<file path="config.mk">
export PLATFORM = sky130hd
export DESIGN_NAME = pulse_filter_array_flat
export DESIGN_NICKNAME = d
export VERILOG_FILES = /design/src/rtl/pulse_filter_array_if.sv /design/src/rtl/pulse_filter_array.sv /design/src/flat_wrapper.sv
export SDC_FILE = /design/constraint.sdc
export NUM_CORES = 2
export LEC_CHECK = 0
export CORE_ASPECT_RATIO = 2
export CORE_MARGIN = 5
export CORE_UTILIZATION = 25
export DETAILED_ROUTE_END_ITERATION = 10
export GPL_TIMING_DRIVEN = 1
export SYNTH_ARGS = -nofsm -noshare
export SYNTH_HDL_FRONTEND = slang
export SYNTH_SLANG_ARGS = --single-unit
</file>
<file path="constraint.sdc">
create_clock -name clk -period 2.5 [get_ports clk]
set_input_delay 0.375 -clock clk [delete_from_list [all_inputs] [get_ports clk]]
set_output_delay 0.375 -clock clk [all_outputs]
set_load 0.02 [all_outputs]
</file>
<file path="src/rtl/pulse_filter_array_if.sv">
// Signal bundle between the raw-input/register side and the pulse filter array.
// The master drives inputs and control, the slave (the filter) drives status and events.
interface pulse_filter_array_if #(
   parameter int CH_NUM    = 32,
   parameter int CNT_W     = 22,
   parameter int EVT_CNT_W = 8
) ();

   logic [CH_NUM-1:0]           pulse_in;
   logic [CNT_W-1:0]            filter_coeff;
   logic [CH_NUM-1:0]           ch_en;
   logic [CH_NUM-1:0]           irq_mask;
   logic [CH_NUM-1:0]           evt_clr;
   logic [CH_NUM-1:0]           pulse_out;
   logic [CH_NUM-1:0]           rise_evt;
   logic [CH_NUM-1:0]           fall_evt;
   logic [CH_NUM-1:0]           evt_sticky;
   logic                        irq;
   logic [CH_NUM*EVT_CNT_W-1:0] evt_cnt;

   modport master (
      output pulse_in,
      output filter_coeff,
      output ch_en,
      output irq_mask,
      output evt_clr,
      input  pulse_out,
      input  rise_evt,
      input  fall_evt,
      input  evt_sticky,
      input  irq,
      input  evt_cnt
   );

   modport slave (
      input  pulse_in,
      input  filter_coeff,
      input  ch_en,
      input  irq_mask,
      input  evt_clr,
      output pulse_out,
      output rise_evt,
      output fall_evt,
      output evt_sticky,
      output irq,
      output evt_cnt
   );

endinterface

</file>
<file path="src/rtl/pulse_filter_array.sv">
// N-channel glitch filter: synchroniser, stability counter, edge events, sticky flags, masked irq.
// Define PULSE_FILTER_EVT_CNT_EN to build the per-channel saturating rise counters.
module pulse_filter_array #(
   parameter int CH_NUM      = 32,
   parameter int CNT_W       = 22,
   parameter int SYNC_STAGES = 2,
   parameter int EVT_CNT_W   = 8
) (
   input logic                 clk,
   input logic                 rst_n,
   pulse_filter_array_if.slave io_bus
);

   logic [CH_NUM-1:0] r_sync [SYNC_STAGES];
   logic [CNT_W-1:0]  r_cnt  [CH_NUM];
   logic [CH_NUM-1:0] r_pulse;
   logic [CH_NUM-1:0] r_rise;
   logic [CH_NUM-1:0] r_fall;
   logic [CH_NUM-1:0] r_sticky;
   logic              r_irq;

   logic [CH_NUM-1:0] w_syncIn;
   logic [CNT_W-1:0]  w_cntNext [CH_NUM];
   logic [CH_NUM-1:0] w_accept;
   logic [CH_NUM-1:0] w_riseNext;
   logic [CH_NUM-1:0] w_fallNext;

   // Plain shift chain per channel; keeps running even for disabled channels.
   always_ff @(posedge clk or negedge rst_n) begin
      if (!rst_n) begin
         for (int s = 0; s < SYNC_STAGES; s++) begin
            r_sync[s] <= '0;
         end
      end else begin
         r_sync[0] <= io_bus.pulse_in;
         for (int s = 1; s < SYNC_STAGES; s++) begin
            r_sync[s] <= r_sync[s-1];
         end
      end
   end

   assign w_syncIn = r_sync[SYNC_STAGES-1];

   // The counter only advances while sync_in disagrees with pulse_out, so it never exceeds the coefficient.
   always_comb begin
      w_accept = '0;
      for (int i = 0; i < CH_NUM; i++) begin
         w_cntNext[i] = '0;
         if (io_bus.ch_en[i] && (w_syncIn[i] != r_pulse[i])) begin
            if (r_cnt[i] >= io_bus.filter_coeff) begin
               w_accept[i] = 1'b1;
            end else begin
               w_cntNext[i] = r_cnt[i] + 1'b1;
            end
         end
      end
   end

   assign w_riseNext = w_accept & w_syncIn;
   assign w_fallNext = w_accept & ~w_syncIn;

   always_ff @(posedge clk or negedge rst_n) begin
      if (!rst_n) begin
         for (int i = 0; i < CH_NUM; i++) begin
            r_cnt[i] <= '0;
         end
         r_pulse  <= '0;
         r_rise   <= '0;
         r_fall   <= '0;
         r_sticky <= '0;
         r_irq    <= 1'b0;
      end else begin
         for (int i = 0; i < CH_NUM; i++) begin
            r_cnt[i] <= w_cntNext[i];
         end
         r_pulse  <= (r_pulse & ~w_accept) | (w_syncIn & w_accept);
         r_rise   <= w_riseNext;
         r_fall   <= w_fallNext;
         // A new edge beats a simultaneous clear so no event is ever lost.
         r_sticky <= (r_sticky & ~io_bus.evt_clr) | w_accept;
         r_irq    <= |(r_sticky & io_bus.irq_mask);
      end
   end

   assign io_bus.pulse_out  = r_pulse;
   assign io_bus.rise_evt   = r_rise;
   assign io_bus.fall_evt   = r_fall;
   assign io_bus.evt_sticky = r_sticky;
   assign io_bus.irq        = r_irq;

`ifdef PULSE_FILTER_EVT_CNT_EN
   logic [EVT_CNT_W-1:0]        r_evtCnt [CH_NUM];
   logic [EVT_CNT_W-1:0]        w_evtCntNext [CH_NUM];
   logic [CH_NUM*EVT_CNT_W-1:0] w_evtCntFlat;

   // Clear restarts the count, but a rise in the clear cycle is still counted.
   always_comb begin
      for (int i = 0; i < CH_NUM; i++) begin
         w_evtCntNext[i] = r_evtCnt[i];
         if (io_bus.evt_clr[i]) begin
            w_evtCntNext[i] = {{(EVT_CNT_W-1){1'b0}}, w_riseNext[i]};
         end else if (w_riseNext[i] && !(&r_evtCnt[i])) begin
            w_evtCntNext[i] = r_evtCnt[i] + 1'b1;
         end
      end
   end

   always_ff @(posedge clk or negedge rst_n) begin
      if (!rst_n) begin
         for (int i = 0; i < CH_NUM; i++) begin
            r_evtCnt[i] <= '0;
         end
      end else begin
         for (int i = 0; i < CH_NUM; i++) begin
            r_evtCnt[i] <= w_evtCntNext[i];
         end
      end
   end

   always_comb begin
      w_evtCntFlat = '0;
      for (int i = 0; i < CH_NUM; i++) begin
         w_evtCntFlat[i*EVT_CNT_W +: EVT_CNT_W] = r_evtCnt[i];
      end
   end

   assign io_bus.evt_cnt = w_evtCntFlat;
`else
   assign io_bus.evt_cnt = '0;
`endif

endmodule
</file>
<file path="src/flat_wrapper.sv">
// flat-port wrapper written by rule: the top's interface ports become plain ports
module pulse_filter_array_flat 
#(
   parameter int CH_NUM      = 32,
   parameter int CNT_W       = 22,
   parameter int SYNC_STAGES = 2,
   parameter int EVT_CNT_W   = 8
)
  (clk, rst_n, io_bus_pulse_in, io_bus_filter_coeff, io_bus_ch_en, io_bus_irq_mask, io_bus_evt_clr, io_bus_pulse_out, io_bus_rise_evt, io_bus_fall_evt, io_bus_evt_sticky, io_bus_irq, io_bus_evt_cnt);
  pulse_filter_array_if #(.CH_NUM(CH_NUM), .CNT_W(CNT_W), .EVT_CNT_W(EVT_CNT_W)) io_bus_i ();
  input logic clk;
  input logic rst_n;
  input wire logic [$bits(io_bus_i.pulse_in)-1:0] io_bus_pulse_in;
  input wire logic [$bits(io_bus_i.filter_coeff)-1:0] io_bus_filter_coeff;
  input wire logic [$bits(io_bus_i.ch_en)-1:0] io_bus_ch_en;
  input wire logic [$bits(io_bus_i.irq_mask)-1:0] io_bus_irq_mask;
  input wire logic [$bits(io_bus_i.evt_clr)-1:0] io_bus_evt_clr;
  output wire logic [$bits(io_bus_i.pulse_out)-1:0] io_bus_pulse_out;
  output wire logic [$bits(io_bus_i.rise_evt)-1:0] io_bus_rise_evt;
  output wire logic [$bits(io_bus_i.fall_evt)-1:0] io_bus_fall_evt;
  output wire logic [$bits(io_bus_i.evt_sticky)-1:0] io_bus_evt_sticky;
  output wire logic [$bits(io_bus_i.irq)-1:0] io_bus_irq;
  output wire logic [$bits(io_bus_i.evt_cnt)-1:0] io_bus_evt_cnt;
  assign io_bus_i.pulse_in = io_bus_pulse_in;
  assign io_bus_i.filter_coeff = io_bus_filter_coeff;
  assign io_bus_i.ch_en = io_bus_ch_en;
  assign io_bus_i.irq_mask = io_bus_irq_mask;
  assign io_bus_i.evt_clr = io_bus_evt_clr;
  assign io_bus_pulse_out = io_bus_i.pulse_out;
  assign io_bus_rise_evt = io_bus_i.rise_evt;
  assign io_bus_fall_evt = io_bus_i.fall_evt;
  assign io_bus_evt_sticky = io_bus_i.evt_sticky;
  assign io_bus_irq = io_bus_i.irq;
  assign io_bus_evt_cnt = io_bus_i.evt_cnt;
  pulse_filter_array #(.CH_NUM(CH_NUM), .CNT_W(CNT_W), .SYNC_STAGES(SYNC_STAGES), .EVT_CNT_W(EVT_CNT_W)) u_core (.clk(clk), .rst_n(rst_n), .io_bus(io_bus_i));
endmodule
</file>
==> results.toml <==
[status]
outcome = "finished, final reports clean"

[worst_hold_path]
min_from = "io_bus_pulse_in[3]"
hold_path_end = "u_core.r_sync[35]"
hp-class = "input port to flip-flop"
hold_depth = 1

[cells_and_area]
final_cell_mix = "nor2_1, dfrtp_1, ha_1, nand2_1, xor2_1"
fillers = 22750
final_area_mm2 = 0.07069
fin_nets = 7480
seqCellArea_mm2 = 0.02245
syn2layout_area_growth_pct = 27.09
multi_input_area_mm2 = 0.03192
drive_gt1_share_pct = 12.45
final_cells = 9646
layout_commonest_cell = "nor2_1"
final_util_pct = 31.85

[timing]
fin_ws_ns = 0.02250
skew_ns = 0.02238
period_share_pct = 99.10
rsz0062_at_grt = "true"
setup_viol = 0
finalMaxSlewViolations = 0
finalCriticalPeriod_ns = 2.477
tightestPinTransition_ns = 0.7388
hold_violations = 0
relSlewSlack_pct = 50.75
max_freq_mhz = 403.6

[floorplan]
die_w_um = 343.5
die_area_mm2 = 0.2326
die_h_um = 677.1
start_util_pct = 25.06
core_mm2 = 0.2219
ios = 537
rows = 245

[global_route]
antenna_found_initial = 11
grt_pass1_vias = 42130
grt_pass1_wl_mm = 231.2
grt.total_usage_pct = 12.21
grt-ovfl-total = 0
grt_max_degree = 92

[synthesis]
avgSynthCellArea_um2 = 9.574
ys_warn_count = 0
yosysTopAreaCell = "dfrtp_1"
post-synth-top-area-fraction_pct = 40.36
async_flop_share_pct = 100.0
synthTopCellsByArea = "dfrtp_1, ha_1, nor2_1"
syn_area_mm2 = 0.05562
yosysSeqAreaShare_pct = 40.36
syn_inst = 5810
synth_flop_cell = "dfrtp_1"
synth.distinct_cells = 52
synth_seq_cells = 897
synth_edf_count = 0

[critical_path]
max_stage_delay_ns = 0.52
r2r_slack_ns = 0.06
reg2regPathDepth = 10
slowest_stage = "clkdlybuf4s50_1"
crit_top_cell = "buf_12"
worstPathCellList = "clkdlybuf4s50_1 > clkinvlp_4 > buf_12 > buf_4 > ha_1 > o2111a_1 > o21ai_0 > a31oi_1 > or3_1 > buf_12 > nor2_1"
r2r-end = "u_core.r_cnt[662]"
crit_fanout = 22
worstSetupEndpointType = "flip-flop"
r2r_start = "u_core.r_cnt[660]"
crit_path_start_kind = "input port"
path_class = "input port to flip-flop"
crit_arrival_ns = 3.08
critPathRequiredTime_ns = 3.10

[power]
p_sw_w = 0.008531
seqPwrFrac_pct = 42.3
p_clk_share_pct = 48.1
power_per_cell_area_mw_per_mm2 = 492.5
pwr-share-comb_pct = 9.6
switching_share_pct = 24.50
max-vdd-ir-drop_mv = 0.5274
p_leak_nw = 32.25
internal_power_w = 0.02628

[place]
place.gp.congestion = 0.8272
place_ws_ns = -0.9833
dp.cells = 9400
io_buffers = 280
dp_hpwl_mm = 106.3
dpl-instance-area_mm2 = 0.06535

[drt]
drc = 0
avgRoutedWirePerCell_um = 15.95
vias_per_cell = 4.519
detail-route-antenna-nets = 0
vias = 43590
first_iter_violations = 2643
dr.pass1.iters = 5
totalWireLength_mm = 153.9

[clock_tree]
clk_latency_ns = 0.68
cts_root_buf = "clkbuf_16"
ctsHtreeMaxLevel = 3
cts.sinks = 897
clkTransAtPathRegs_ns = 0.06
numCtsBuffers = 105
cts_tree = "yes"
clk_path_buf_depth = 3

[run]
cap_viol_max_count = 0
==> layout make-up <==
class / instances / share of cell area [%]
Clock inverter: 57 / 1.117
Timing Repair Buffer: 750 / 11.39
Antenna cell: 5 / 0.01770
Clock buffer: 135 / 4.237
Sequential cell: 897 / 31.76
Tap cell: 2964 / 5.246
Multi-Input combinational cell: 4653 / 45.15
Inverter: 185 / 1.087
==> routing by layer <==
layer  track usage [%]  up-vias  wire length (um)
met5                 0        -                11
met4             2.516        2              3462
met3             2.272      211             11740
met2             18.71     1154             65720
met1             17.93    20940             72930
li1                  -    21290                 -
==> worst max path at each step <==
stage,from,cells past startpoint,end
3_5_place_dp,io_bus_filter_coeff[14],13,u_core.r_cnt[608]
3_3_place_gp,io_bus_filter_coeff[14],13,u_core.r_cnt[610]
2_1_floorplan,io_bus_filter_coeff[20],9,u_core.r_cnt[167]
4_1_cts,io_bus_filter_coeff[8],12,u_core.r_cnt[250]
5_1_grt,u_core.r_cnt[660],10,u_core.r_cnt[662]
6_report,io_bus_filter_coeff[5],11,u_core.r_cnt[239]
==> cells in the mapped netlist (19+ instances only) <==
library cell and n:
buf_4 256, and2_0 28, a21o_1 36, nor2b_1 26
and4_1 42, nand4b_1 19, inv_1 185, o211ai_1 31
a211oi_1 35, nand4_1 184, xor2_1 397, buf_2 58
nor3b_1 27, nor3_1 103, nor2_1 968, and2_1 29
and3_1 142, a31oi_1 21, a2111oi_0 19, nand3_1 337
a221oi_1 22, nand2_1 415, o22ai_1 27, a221o_1 20
o21ai_0 109, a21oi_1 175, dfrtp_1 897, ha_1 736
or3_1 32, mux2_2 32, xnor2_1 275, nand2b_1 41
==> flip-flops by register name (all words and copies together), names as in the netlist, named ones only <==
name and count:
u_core.w_syncIn 32, u_core.io_bus.evt_sticky 32, u_core.io_bus.irq 1, u_core.io_bus.rise_evt 32
u_core.io_bus.fall_evt 32, u_core.r_cnt 704, u_core.r_sync 32
==> worst max-delay path, delay by kind of cell <==
family                     cells  cell delay, ns
buffers and inverters          5            1.26
and+or+nand+nor                2            0.58
AOI/OAI and AO/OA              3            0.55
adders and majority gates      1            0.28
==> what timing repair did <==
action | 4_1_cts | 5_1_grt
hold endpoints to repair | 29 | 0
setup buffers | 2 | 29
setup endpoints to repair | 376 | 756
pin swaps | 5 | 41
gates cloned | 0 | 17
hold buffers | 1 | 0
gates resized for setup | 29 | 148
==> power groups by stage <==
stage	Sequential [W]	Clock, W	Combinational [W]
2_1_floorplan	0.0150	0	0.00162
3_3_place_gp	0.0150	0	0.00304
3_5_place_dp	0.0150	0	0.00308
4_1_cts	0.0147	0.0172	0.00311
5_1_grt	0.0147	0.0177	0.00368
6_report	0.0147	0.0167	0.00335
==> stage by stage <==
step / hold slack [ns] / setup TNS (ns) / power [W]
6_report: 0.1293 / 0 / 0.03481
5_1_grt: 0.1024 / -0.6019 / 0.03616
4_1_cts: 0.07706 / 0 / 0.03500
3_5_place_dp: 0.3347 / -594.09 / 0.01806
3_3_place_gp: 0.3312 / -586.46 / 0.01801
2_1_floorplan: 0.07941 / -37.61 / 0.01658
==> logic make-up after synthesis <==
| group | synth area share, % |
|---|---|
| AND/OR/NAND/NOR | 20.38 |
| flip-flops | 40.36 |
| adder cells (fa/ha/maj) | 16.56 |
| XOR/XNOR | 10.58 |
| AO/OA/AOI/OAI | 6.141 |
| buffers and inverters | 5.333 |
| multiplexers | 0.6479 |
| other | 0.006742 |
Note: power is estimated with default switching activity, not from simulation.
